--- src/rtl/stall.sv ---
`default_nettype none
// ============================================================================
// Module   : stall
// Purpose  : Three-stage registered datapath, E = 5*A + B*C + 2304 (mod 2^16).
// Revision : 1.0 - initial release
// ============================================================================
module stall (
    input  logic        clk,
    input  logic        rst,
    input  logic [7:0]  A,
    input  logic [7:0]  B,
    input  logic [7:0]  C,
    output logic [15:0] s1,
    output logic [15:0] s2,
    output logic [15:0] s3,
    output logic [15:0] E
);

    localparam logic [15:0] c_OFFSET = 16'h0900;

    logic [15:0] w_a_x5;
    logic [15:0] w_bc;
    logic [15:0] w_sum;
    logic [15:0] w_res;

    logic [15:0] r_s1;
    logic [15:0] r_s2;
    logic [15:0] r_s3;
    logic [15:0] r_e;

    // 5*A as shift-add; the zero-extended operand keeps the sum from clipping.
    assign w_a_x5 = ({8'd0, A} << 2) + {8'd0, A};
    assign w_bc   = {8'd0, B} * {8'd0, C};
    assign w_sum  = r_s1 + r_s2;
    assign w_res  = r_s3 + c_OFFSET;

    always_ff @(posedge clk) begin
        if (!rst) begin
            r_s1 <= 16'd0;
            r_s2 <= 16'd0;
            r_s3 <= 16'd0;
            r_e  <= 16'd0;
        end else begin
            r_s1 <= w_a_x5;
            r_s2 <= w_bc;
            r_s3 <= w_sum;
            r_e  <= w_res;
        end
    end

    assign s1 = r_s1;
    assign s2 = r_s2;
    assign s3 = r_s3;
    assign E  = r_e;

endmodule
`default_nettype wire

--- config.mk ---
export PLATFORM = sky130hd
export DESIGN_NAME = stall
export DESIGN_NICKNAME = d
export VERILOG_FILES = /design/src/rtl/stall.sv
export SDC_FILE = /design/constraint.sdc
export NUM_CORES = 1
export LEC_CHECK = 0
export CORE_UTILIZATION = 41
export DETAILED_ROUTE_END_ITERATION = 8
export PLACE_DENSITY = 0.66
export SLEW_MARGIN = 25
export SYNTH_ARGS = -nofsm -noshare
export SYNTH_HDL_FRONTEND = slang
export SYNTH_SLANG_ARGS = --single-unit
--- constraint.sdc ---
create_clock -name clk -period 5.15 [get_ports clk]
set_input_delay 1.03 -clock clk [delete_from_list [all_inputs] [get_ports clk]]
set_output_delay 1.03 -clock clk [all_outputs]
set_load 0.005 [all_outputs]
; Yosys cells after proc, flatten, opt, wreduce, memory -nomap -nowiden
; Index checks and enable logic that the tools add are counted.
; W data, S select, Z words.
[word_totals]
ff_bits = 64
out_inout_bits = 64
elab_cells = 8
[op_classes]
n_addsub = 3
n_mul = 1
[ops]
columns = cell, count
row1 = $add A16 B12 Y16 const B, 1
row2 = $add A16 B16 Y16, 1
row3 = $mul A8 B8 Y16, 1
row4 = $add A10 B8 Y11, 1

; Logic depth before layout (Yosys ltp)
[depth]
ltp_word = 1
ltp_mapped = 15
depth_no_buf = 15

; Least setup slack after synthesis
; Ideal clock, no wire load.
[synth_timing]
path_type = input-to-reg
start = input port B[3]
end = register r_s2[12] (netlist: s2[12])
setup_ns = 0.128
t_arrival_ns = 4.379
required_time_ns = 5.022
setup_slack_ns = 0.644
path_stages = 13
n_path_buf = 0
cell_sequence = and2_1 -> fa_1 -> inv_1 -> fa_1 -> fa_1 -> fa_1 -> inv_1 -> ha_1 -> a21oi_1 -> o2111ai_1 -> a41oi_1 -> xor2_1 -> nor2_1
[synth_via]
elab_chain_len = 1
[synth_lines]
columns = item, line
row1 = "start, declared", 11  ; input logic [7:0] B,
row2 = $mul A8 B8 Y16, 33  ; assign w_bc = {8'd0, B} * {8'd0, C};
row3 = "end signal, assigned", 45  ; r_s2 <= w_bc;
row4 = "end, declared", 27  ; logic [15:0] r_s2;
; No other way between the ends.
; A chain may end at the register's enable or synchronous reset.

; Final worst setup path
[layout_timing]
start = input port C[3]
end = register r_s2[12] (netlist: s2[12])
[layout_via]
elab_chain_len = 1
[layout_lines]
columns = item, line
row1 = "start, declared", 12  ; input logic [7:0] C,
row2 = $mul A8 B8 Y16, 33
; No other way between the ends.

==> impl_metrics.json <==
{
  "avgSynthCellArea_um2": 9.08,
  "crit_chain": "clkdlybuf4s50_1 > and2_1 > fa_1 > inv_1 > fa_1 > fa_1 > fa_1 > inv_1 > ha_1 > a21oi_1 > o2111ai_1 > a41oi_1 > xor2_1 > nor2_1",
  "hold_viol": 0,
  "swShare": 0.349,
  "drt_iter0_markers": 127,
  "crit_family": "adder cells",
  "die_area_mm2": 0.0118,
  "worstPathArrival_ns": 5.10,
  "ys_seq_elements": 59,
  "path_class": "in2reg",
  "cts_hold_buf": 0,
  "clockPowerShare": 0.234,
  "cts_buffer_depth": 2,
  "start_kind": "input pin",
  "critPathSlowestCell": "fa_1",
  "setup_viol": 0,
  "via_per_inst": 4.92,
  "insertion_delay_ns": 0.32,
  "ios": 90,
  "ir_drop_v": 0.000265,
  "area_growth_pct": 29.8,
  "status": "finished clean",
  "worst_pin_slew_ns": 0.972,
  "finalCritPeriodShare": 0.957,
  "clkSinkCount": 59,
  "gp_congestion": 0.900,
  "cp_common_cell": "fa_1",
  "crit_fanout": 5,
  "ys.flop_type": "dfxtp_1",
  "fp.dieW_um": 109,
  "syn_inst": 513,
  "hpwl_um": 8120,
  "switching_power_uw": 804,
  "n_antenna_cell": 0,
  "grt_pass1_wl_um": 16900,
  "drv_slew": 0,
  "ys.warnings.count": 0,
  "drt-wirelength-per-cell_um": 13.1,
  "syn-cell-area_mm2": 0.00466,
  "synthArstFlopShare": 0,
  "synth_edf_count": 0,
  "ys_types": 47,
  "worst_slack_ns": 0.223,
  "cap_viol_max_count": 0,
  "p_leak_nw": 2.81,
  "fill_cells": 1017,
  "grt_max_degree": 36,
  "hold_class": "reg2reg",
  "skew_ns": 0.00450,
  "intPower_mw": 1.50,
  "min_period_ns": 4.93,
  "drt_wl_total_um": 10000,
  "hold_ws_ns": 0.453,
  "dpl_worst_slack_ns": -0.101,
  "rows": 38,
  "slew_headroom": 0.348,
  "worstPathRequired_ns": 5.32,
  "h-tree-depth": 3,
  "pwr-share-comb": 0.494,
  "antenna_left": 0,
  "drc": 0,
  "endpoint_kind": "flip-flop",
  "dr.pass1.iters": 4,
  "drive_above_1_share": 0.0722,
  "finalNonFillerCells": 763,
  "tritoncts": "done",
  "yosysSeqAreaShare": 0.254,
  "rsz0062_at_grt": "no",
  "core_mm2": 0.0109,
  "dpl.cell_count": 747,
  "cts_made_buffers": 9,
  "pwr_density_cell_mw_per_mm2": 381,
  "cp_num_buf_inv": 3,
  "fp.dieH_um": 109,
  "grt_usage": 0.182,
  "antenna_found_initial": 0,
  "seqPwrFrac": 0.271,
  "port_buffers": 84,
  "first_global_vias": 3757,
  "cts_root_buffer": "clkbuf_16",
  "cpPeakStageDelay_ns": 0.54,
  "nNetsFinal": 736,
  "fmax_mhz": 203,
  "start_util": 0.426,
  "clk_pin_slew_ns": 0.05,
  "num_vias": 3751,
  "grt.overflow.total": 0
}
[worst paths after layout]
kind / startpoint / endpoint / slack [ns] / cells after the start
worst max-delay path: C[3] / s2[12] / 0.22 / 14
worst min-delay path: s3[3] / E[3] / 0.45 / 1
worst max register to register: s2[0] / s3[14] / 3.03 / 8
worst min register to register: s3[3] / E[3] / 0.45 / 1
[metal layers]
| layer | global-route usage | routed length [um] |
|---|---|---|
| met3 | 0.0362 | 526 |
| met5 | 0 | 0 |
| met2 | 0.337 | 4990 |
| met1 | 0.210 | 4360 |
| met4 | 0.0541 | 146 |
[through the flow]
stage	power [mW]	utilization	setup TNS (ns)	instance area, um2
final	2.30	0.553	0	6050
after global routing	2.48	0.553	0	6050
after CTS	2.32	0.552	0	6040
after detailed placement	1.76	0.526	-0.285	5760
after global placement	1.74	0.526	-0.00350	5760
after floorplan	1.33	-	0	4670
[cells in the final DEF, fill, tap and decap left out, types with 2 or more instances in the layout]
master           Yosys  layout
clkbuf_8             0       2
o211a_1              3       3
clkinvlp_4           0       2
inv_1               59      59
clkbuf_16            0       9
o21ai_0             17      17
a211oi_1             3       3
conb_1               1       5
xnor2_1              5       5
xor2_1              12      12
o2111ai_1            4       4
fa_1                38      38
dfxtp_1             59      59
o21a_1               5       5
a21o_1               6       6
nand2_1             31      31
nor3_1              11      11
nor2_1              29      29
nor4_1               2       2
clkdlybuf4s50_1      0      83
ha_1                54      54
buf_4               13      25
nor2b_1              6       6
a21oi_1             22      22
and3_1               8       8
nand2b_1             9       9
clkinv_2             0       2
and2_1              64      64
o21ai_1              2       2
mux2i_1              6       6
o211ai_1             4       4
nand3_1             11      11
or3_1                4       4
[cell families after synthesis]
family,after synthesis,synth area share
AOI/OAI and AO/OA,76,0.106
xor gates and xnor gates,17,0.0320
adders and majority gates,92,0.308
buffers and inverters,79,0.0741
DFF,59,0.254
muxes,6,0.0129
other,1,0.000805
and+or+nand+nor,183,0.212
[cells in the mapped netlist, drive strengths merged, types with 2 or more instances]
cell type | number | area share
o2111ai | 4 | 0.0075
clkbuf | 6 | 0.0048
nand2b | 9 | 0.012
nor2b | 7 | 0.011
inv | 59 | 0.048
nor2 | 29 | 0.023
o21a | 5 | 0.0081
o211a | 3 | 0.0064
o21ai | 19 | 0.020
fa | 38 | 0.16
ha | 54 | 0.15
dfxtp | 59 | 0.25
and3 | 8 | 0.011
a211oi | 3 | 0.0048
xnor2 | 5 | 0.0094
nor4 | 2 | 0.0027
xor2 | 12 | 0.023
buf | 13 | 0.021
nand3 | 11 | 0.012
nor3b | 2 | 0.0032
nand2 | 31 | 0.025
o211ai | 4 | 0.0064
and2 | 64 | 0.086
a21oi | 22 | 0.024
or3 | 5 | 0.0078
nor3 | 11 | 0.012
a21o | 6 | 0.0097
mux2i | 6 | 0.013
[flip-flops by register name, summed over array words and instances, names as in the netlist]
| name | flops |
|---|---|
| s2 | 16 |
| E | 16 |
| s3 | 16 |
| s1 | 11 |
[worst register-to-register path: cells and delay by family, from the launching register on]
| kind | cells | cell delay (ns) |
|---|---|---|
| buffers and inverters | 1 | 0.06 |
| AOI/OAI and AO/OA | 2 | 0.39 |
| and+or+nand+nor | 3 | 0.62 |
| adders and majority gates | 2 | 0.60 |
| DFF | 1 | 0.36 |
[final cells by class]
| type | count | area [um2] | area share |
|---|---|---|---|
| clock buffer | 12 | 256 | 0.0424 |
| sequential | 59 | 1180 | 0.195 |
| clock inverter | 4 | 25.0 | 0.00414 |
| tap | 140 | 175 | 0.0290 |
| multi-input combinational | 379 | 3150 | 0.521 |
| timing repair buffer | 109 | 1030 | 0.171 |
| inverter | 60 | 225 | 0.0373 |
[power groups by stage]
stage	Combinational, mW	Clock [mW]	Sequential (mW)
final	1.14	0.539	0.624
after global routing	1.28	0.574	0.633
after CTS	1.14	0.552	0.625
after detailed placement	1.13	0	0.633
after floorplan	0.711	0	0.622
after global placement	1.11	0	0.632
[repair_timing]
item,CTS,global route
setup endpoints to repair,0,1
setup buffers,0,0
resized for setup,0,2
Note: power is estimated with default switching activity, not from simulation.
